## src/rtl/rv32i_pkg.sv

```systemverilog
// rtl/rv32i_pkg.sv - shared types and constants for the rv32i memory/writeback stage
package rv32i_pkg;

    localparam int DPW = 32;
    localparam int RDW = 5;

    localparam logic RES_ALU = 1'b0;
    localparam logic RES_MEM = 1'b1;

    typedef struct packed {
        logic           regwrite;
        logic           resultsrc;
        logic [DPW-1:0] aluresult;
        logic [DPW-1:0] readdata;
        logic [RDW-1:0] rd;
    } memwb_t;

    // Saturating 16-bit increment used by the optional event counters.
    function automatic logic [15:0] sat_inc(input logic [15:0] v, input logic en);
        return (en && (v != 16'hFFFF)) ? v + 16'd1 : v;
    endfunction

endpackage

```

## src/rtl/rv32i_dmem.sv

```systemverilog
// rtl/rv32i_dmem.sv - single-port word-wide data memory, synchronous write, asynchronous read
module rv32i_dmem
    import rv32i_pkg::*;
#(
    parameter int DMEM_DEPTH = 64
) (
    input  logic                          clk,
    input  logic                          we,
    input  logic [$clog2(DMEM_DEPTH)-1:0] addr,
    input  logic [DPW-1:0]                wdata,
    output logic [DPW-1:0]                rdata
);

    logic [DPW-1:0] mem_q [DMEM_DEPTH];

    // Word write on the clock edge; contents are intentionally not reset.
    always_ff @(posedge clk) begin
        if (we) begin
            mem_q[addr] <= wdata;
        end
    end

    // Combinational read so a store is visible to a load on the next cycle.
    always_comb begin
        rdata = mem_q[addr];
    end

endmodule

```

## src/rtl/rv32i_mem_wb.sv

```systemverilog
// rtl/rv32i_mem_wb.sv - rv32i memory-access and writeback stage (optional RV32I_MEMWB_PERF_EN counters)
module rv32i_mem_wb
    import rv32i_pkg::*;
#(
    parameter int ADW        = 5,
    parameter int DMEM_DEPTH = 64
) (
    input  logic           clk,
    input  logic           rst_n,
    input  logic           regwriteM,
    input  logic           resultsrcM,
    input  logic           memwriteM,
    input  logic [DPW-1:0] aluresultM,
    input  logic [DPW-1:0] Rd2M,
    input  logic [ADW-1:0] RdM,
    input  logic           stallW,
    input  logic           flushW,
    output logic [ADW-1:0] addr_3,
    output logic [DPW-1:0] wd_3,
    output logic           we,
    output logic           fwd_valid,
`ifdef RV32I_MEMWB_PERF_EN
    output logic [15:0]    load_cnt,
    output logic [15:0]    store_cnt,
    output logic [15:0]    misalign_cnt,
`endif
    output logic           misaligned
);

    localparam int IW = $clog2(DMEM_DEPTH);

    logic [IW-1:0]  word_idx;
    logic           addr_misaligned;
    logic           store_en;
    logic [DPW-1:0] dmem_rdata;
    logic [DPW-1:0] load_data;
    logic           unused_upper_addr;

    memwb_t memwb_d, memwb_q;
    logic   misaligned_d, misaligned_q;

    // Address decode: upper bits fold away so addresses wrap on the memory size.
    always_comb begin
        word_idx          = aluresultM[IW+1:2];
        addr_misaligned   = |aluresultM[1:0];
        store_en          = memwriteM && !addr_misaligned && !stallW && rst_n;
        load_data         = addr_misaligned ? '0 : dmem_rdata;
        unused_upper_addr = ^aluresultM[DPW-1:IW+2];
    end

    rv32i_dmem #(
        .DMEM_DEPTH(DMEM_DEPTH)
    ) u_dmem (
        .clk  (clk),
        .we   (store_en),
        .addr (word_idx),
        .wdata(Rd2M),
        .rdata(dmem_rdata)
    );

    // MEM/WB next state: flush bubbles the control fields and beats stall.
    always_comb begin
        memwb_d = memwb_q;
        if (flushW) begin
            memwb_d.regwrite  = 1'b0;
            memwb_d.resultsrc = RES_ALU;
            memwb_d.rd        = '0;
        end else if (!stallW) begin
            memwb_d.regwrite  = regwriteM;
            memwb_d.resultsrc = resultsrcM;
            memwb_d.aluresult = aluresultM;
            memwb_d.readdata  = load_data;
            memwb_d.rd        = RdM;
        end
    end

    // Sticky flag for any misaligned load or store seen since reset.
    always_comb begin
        misaligned_d = misaligned_q
                     | (addr_misaligned && (memwriteM || (resultsrcM == RES_MEM)));
    end

    // Pipeline register and sticky flag, asynchronously cleared.
    always_ff @(posedge clk or negedge rst_n) begin
        if (!rst_n) begin
            memwb_q      <= '0;
            misaligned_q <= 1'b0;
        end else begin
            memwb_q      <= memwb_d;
            misaligned_q <= misaligned_d;
        end
    end

    // Writeback mux and register-file port; x0 is never written.
    always_comb begin
        addr_3     = memwb_q.rd;
        wd_3       = (memwb_q.resultsrc == RES_MEM) ? memwb_q.readdata : memwb_q.aluresult;
        we         = memwb_q.regwrite && (memwb_q.rd != '0);
        fwd_valid  = we;
        misaligned = misaligned_q;
    end

`ifdef RV32I_MEMWB_PERF_EN
    logic        advance;
    logic        load_evt;
    logic        store_evt;
    logic        mis_evt;
    logic [15:0] load_cnt_d, load_cnt_q;
    logic [15:0] store_cnt_d, store_cnt_q;
    logic [15:0] misalign_cnt_d, misalign_cnt_q;

    // Event qualification: stalled or flushed slots are not counted.
    always_comb begin
        advance        = !stallW && !flushW;
        load_evt       = advance && (resultsrcM == RES_MEM) && !addr_misaligned;
        store_evt      = advance && memwriteM && !addr_misaligned;
        mis_evt        = advance && addr_misaligned && (memwriteM || (resultsrcM == RES_MEM));
        load_cnt_d     = sat_inc(load_cnt_q, load_evt);
        store_cnt_d    = sat_inc(store_cnt_q, store_evt);
        misalign_cnt_d = sat_inc(misalign_cnt_q, mis_evt);
    end

    // Saturating event counters.
    always_ff @(posedge clk or negedge rst_n) begin
        if (!rst_n) begin
            load_cnt_q     <= '0;
            store_cnt_q    <= '0;
            misalign_cnt_q <= '0;
        end else begin
            load_cnt_q     <= load_cnt_d;
            store_cnt_q    <= store_cnt_d;
            misalign_cnt_q <= misalign_cnt_d;
        end
    end

    // Counter outputs.
    always_comb begin
        load_cnt     = load_cnt_q;
        store_cnt    = store_cnt_q;
        misalign_cnt = misalign_cnt_q;
    end
`endif

endmodule

```

## config.mk

```make
export PLATFORM = sky130hd
export DESIGN_NAME = rv32i_mem_wb
export DESIGN_NICKNAME = d
export VERILOG_FILES = /design/src/rtl/rv32i_pkg.sv /design/src/rtl/rv32i_dmem.sv /design/src/rtl/rv32i_mem_wb.sv
export SDC_FILE = /design/constraint.sdc
export NUM_CORES = 2
export LEC_CHECK = 0
export CAP_MARGIN = 20
export CELL_PAD_IN_SITES_DETAIL_PLACEMENT = 1
export CELL_PAD_IN_SITES_GLOBAL_PLACEMENT = 2
export CORE_UTILIZATION = 45
export CTS_CLUSTER_DIAMETER = 120
export DETAILED_ROUTE_END_ITERATION = 16
export PLACE_DENSITY_LB_ADDON = 0.1
export SLEW_MARGIN = 30
export SYNTH_ARGS = -nofsm -noshare
export SYNTH_HDL_FRONTEND = slang
export SYNTH_SLANG_ARGS = --single-unit
```

## constraint.sdc

```tcl
create_clock -name clk -period 2.4 [get_ports clk]
set_input_delay 0.72 -clock clk [delete_from_list [all_inputs] [get_ports clk]]
set_output_delay 0.72 -clock clk [all_outputs]
set_load 0.005 [all_outputs]
```

* Yosys cells after proc, flatten, opt, wreduce, memory -nomap -nowiden
Memories as Yosys holds them, arrays and structs flattened. Index checks and enable logic that the tools add are counted.
Cells by class: reduce and logical (&&, ||, !) cells 11, $add $sub $neg 0, div/mod/pow operators 0, equality and inequality tests 1, magnitude comparators 0, shift operators 0, multipliers 0, multiplexer cells 7, bitwise operators 3
Operators by type and width (number):
- $mux 71 | 1
- $mux 32 | 2
- $logic_and 1x1->1 | 5
- $mux 5 | 1
- $reduce_bool 5->1 | 1
- $logic_not 1->1 | 2
- $mux 1 | 2
- $mux 2 | 1
- $ne 2x1->1 const B | 1
- $not 1->1 | 2
- $reduce_and 2->1 | 1
- $reduce_or 2->1 | 1
- $logic_or 1x1->1 | 1
- $or 1x1->1 | 1
Storage, ports and cells: bits in latches 0, memory bits (read-only) 0, memories kept 1, register bits 72, bits in writable memories 2048, logic and storage cells 29, input bits 76, output and inout bits 40
Memory list:
- u_dmem.mem_q | depth 64, width 32, rd ports 1, clocked after memory_dff 0, wr ports 1, line rv32i_dmem.sv:14 | logic [DPW-1:0] mem_q [DMEM_DEPTH];

* Logic depth before layout (Yosys ltp)
depth after elaboration 7, mapped depth 11, mapped depth without buffers 6

* Hierarchy
From an unflattened synthesis, not the netlist that was laid out.
Unflattened totals: cell total of the unflattened synthesis 4420, area, all modules 81439.4 sq um
Modules (own cells, without submodules):
- rv32i_dmem | instances 1, cells each 4207, seq. area each 61499.0 sq um, area each 78287.6 sq um
- rv32i_mem_wb | instances 1, cells each 213, seq. area each 1801.7 sq um, area each 3151.8 sq um

* Worst setup path before layout
OpenSTA, ideal clock, no wires.
path kind input to register, from input aluresultM[4], to memory u_dmem.mem_q[0][0] (enable), setup slack -1.520 ns, setup time 0.421 ns, cell stages on the path 8, buffers on the path 5, data arrival time 3.499 ns, data required time 1.979 ns, cells stage by stage buf_4 -> buf_2 -> buf_2 -> buf_2 -> buf_2 -> nor3_1 -> nand2_1 -> nor2_1
RTL lines:
- start: declaration | line rv32i_mem_wb.sv:13 | input logic [DPW-1:0] aluresultM,
- end: declaration | line rv32i_dmem.sv:14
Straight into the memory's write port.

* Worst setup path in the final report
from register memwb_q (netlist bit addr_3[0]), to output fwd_valid
Between the ends: longest elaborated chain between the ends 2
Ends and longest elaborated chain:
- start: declaration | line rv32i_mem_wb.sv:39 | memwb_t memwb_d, memwb_q;
- start signal: assignment | line rv32i_mem_wb.sv:89 | memwb_q <= memwb_d;
- $reduce_bool 5->1 | line rv32i_mem_wb.sv:98 | we = memwb_q.regwrite && (memwb_q.rd != '0);
- $logic_and 1x1->1 | line rv32i_mem_wb.sv:98
- end: declaration | line rv32i_mem_wb.sv:21 | output logic fwd_valid,
No other way between the ends.

==> qor.txt <==
Detail Route Antenna Nets - 0
via density per instance - 6.56
Main synth FF type - edfxtp_1
CTS tree - yes
Final Worst Setup Slack - -0.430 ns
Synth area leader - edfxtp_1
Crit-path slowest cell - or4_4
deepest clock path buffer count - 3
Synth cell types - 65
Reg clk slew, reported paths - 0.06 ns
leakage dissipation - 33.2 nW
PortBufs - 115
first-pass GRT wire length - 434000 um
Synth Register Bits - 2120
dpl hpwl - 213000 um
terminus of the critical flop-to-flop path - memwb_q[26]$_DFFE_PN0P_
biggest cell delay along the critical path - 0.53 ns
post-route insts no fill - 8156
RSZ-0062 raised after global routing - yes
sequential area share after synthesis - 78.5%
Worst-Margin Slew - 0.872 ns
crit path kind - reg2out
Power per Cell Area - 790 mW/mm2
largest net degree at the start of global routing - 65
Tmin final - 2.83 ns
vias in the first global route - 53.0k
CP cell instances - or4_4 -> o21a_1 -> buf_2
share of the synthesized area in the top cell type - 76.2%
Hold Path Class - in2async
Placer Congestion - 0.922
Max-Cap Viols - 0
FF-to-FF path depth - 7
clock sinks - 2120
Hold WS - 0.0946 ns
DIE AREA - 0.181 mm2
Crit path required time - 1.68 ns
DR pass1 iterations - 12
htree depth - 4
CTS buffer count - 215
period utilization - 118%
synthesized cell area - 0.0807 mm2
Total GRT Usage - 35.0%
clock skew - 0.0196 ns
CTS Root Cell - clkbuf_16
Wirelength per Cell - 39.2 um
Yosys warnings - 0
synthesis-to-layout area growth - 25.0%
largest cells by area after synthesis - edfxtp_1, a22oi_1, a221oi_1, dfrtp_1, o22ai_1
asr flop ratio synth - 3.40%
total grt overflow - 0
drt drc - 4
Worst setup EP type - output port
Avg Inst Size Synth - 17.0 um2
Slew Limit Headroom - 41.6%
Fin. Hold Viols - 0
Post-synth EDFFs - 2048
Max VDD drop - 0.000771 V
reg2reg start - u_dmem.mem_q[41][21]$_DFFE_PP_
cell total after placement - 7732
Slew Viols, Final - 0
die height - 425 um
status - finished with violations
CP Launch Point - addr_3[0]$_DFFE_PN0P_
commonest non-fill, non-tap cells in the layout - edfxtp_1, buf_4, a22oi_1
layout cell share with drive strength beyond 1 - 26.6%
Core Region - 0.178 mm2
final WL - 320000 um
# rows - 155
Fmax - 0.353 GHz
crit start category - flip-flop
Setup TNS - -13.10 ns
Final Setup Violations - 88
Post-Synthesis Cells - 4737
Core Util, Final - 56.6%
failing checks - design-rule violations, negative setup slack
# IOs - 116
Post-Place Setup Slack - -1.13 ns
commonest non-fill, non-tap cell in the layout - edfxtp_1
Starting Density - 45.3%
crit path DAT - 2.11 ns
crit-path max FO - 2
clock latency on the worst-skew pair - 0.86 ns
reg2reg setup slack - 0.26 ns
initial DRC count - 7507
nets@finish - 5685
initial antenna violation count - 14
DIE WIDTH - 425 um
via count - 53.5k
syn_nets - 4813
end point of the critical path - fwd_valid
cell usage after synthesis (all sizes together) (4+ instances only):
cell	number
a2111oi	5
a211o	7
a211oi	43
a21boi	4
a21oi	121
a221oi	233
a22o	18
a22oi	633
a2bb2oi	5
a31oi	16
a32oi	17
a41oi	6
and2	7
and3	14
and4	13
buf	269
clkbuf	113
dfrtp	72
edfxtp	2048
mux2	76
mux2i	81
mux4	17
nand2	178
nand2b	11
nand3	12
nand4	14
nor2	191
nor2b	13
nor3	24
nor4	39
nor4b	10
o211a	4
o21ai	125
o221ai	26
o22a	19
o22ai	202
o32ai	12
or2	5
or4	6
cells by family after synthesis:
logic type | Yosys count | share of synthesized area (%)
multiplexers | 174 | 2.54
AND/OR/NAND/NOR | 551 | 3.25
flip-flops | 2120 | 78.5
buffers and inverters | 385 | 2.26
AO/OA/AOI/OAI | 1507 | 13.5
layer usage:
metal / part of all wire (%) / track usage (%) / routed length (um)
met1: 40 / 47.7 / 126000
met4: 5.5 / 17.0 / 17600
met3: 8.5 / 5.88 / 27100
met5: 0.019 / 0 / 60
met2: 46 / 54.8 / 148000
how the worst min path moves through the flow:
| stage | from | end | slack (ns) | depth (start not counted) |
|---|---|---|---|---|
| 2_1_floorplan | rst_n | addr_3[0]$_DFFE_PN0P_ | 0.42 | 0 |
| 3_3_place_gp | memwb_q[55]$_DFFE_PN0P_ | memwb_q[55]$_DFFE_PN0P_ | 0.45 | 2 |
| 3_5_place_dp | memwb_q[40]$_DFFE_PN0P_ | memwb_q[40]$_DFFE_PN0P_ | 0.46 | 2 |
| 4_1_cts | rst_n | memwb_q[12]$_DFFE_PN0P_ | 0.07 | 2 |
| 5_1_grt | rst_n | memwb_q[54]$_DFFE_PN0P_ | 0.10 | 2 |
| 6_report | rst_n | memwb_q[54]$_DFFE_PN0P_ | 0.09 | 2 |
where the power goes:
part	leakage (nW)	switching, W	internal (W)
combinational	10.5	0.00346	0.00209
sequential	19.3	0.000154	0.0407
clock	3.38	0.0143	0.0190
total	33.2	0.0179	0.0617
metrics by stage:
step | area (um2) | power [W]
global route | 101000 | 0.0813
finish | 101000 | 0.0796
floorplan | 81300 | 0.0436
CTS | 101000 | 0.0798
global placement | 93500 | 0.0469
detailed placement | 93500 | 0.0470
cell type report:
| cell class | count | area [um2] |
|---|---|---|
| Antenna cell | 6 | 15.0 |
| Multi-Input combinational cell | 2232 | 16500 |
| Fill cell | 16000 | 77400 |
| Inverter | 3 | 12.5 |
| Sequential cell | 2120 | 63300 |
| Timing Repair Buffer | 1037 | 11100 |
| Clock inverter | 102 | 913 |
| Tap cell | 2355 | 2950 |
| Clock buffer | 301 | 6000 |
timing repair:
action | CTS | global route
cloned | 1 | 0
pin swaps | 4 | 10
setup endpoints to repair | 56 | 86
hold buffers | 0 | 0
gates resized for setup | 201 | 39
buffers inserted | 8 | 9
registers in the layout, summed over array words and instances (netlist names):
| signal | count |
|---|---|
| u_dmem.mem_q | 2048 |
| misaligned | 1 |
| memwb_q | 66 |
| addr_3 | 5 |
worst max-delay path: cells and delay by family, from the launching register on:
family	cells	cell delay (ns)
simple gates	1	0.53
flops	1	0.38
compound gates	1	0.21
buf+inv	1	0.14
No activity file was read; power rests on OpenSTA's default activity.
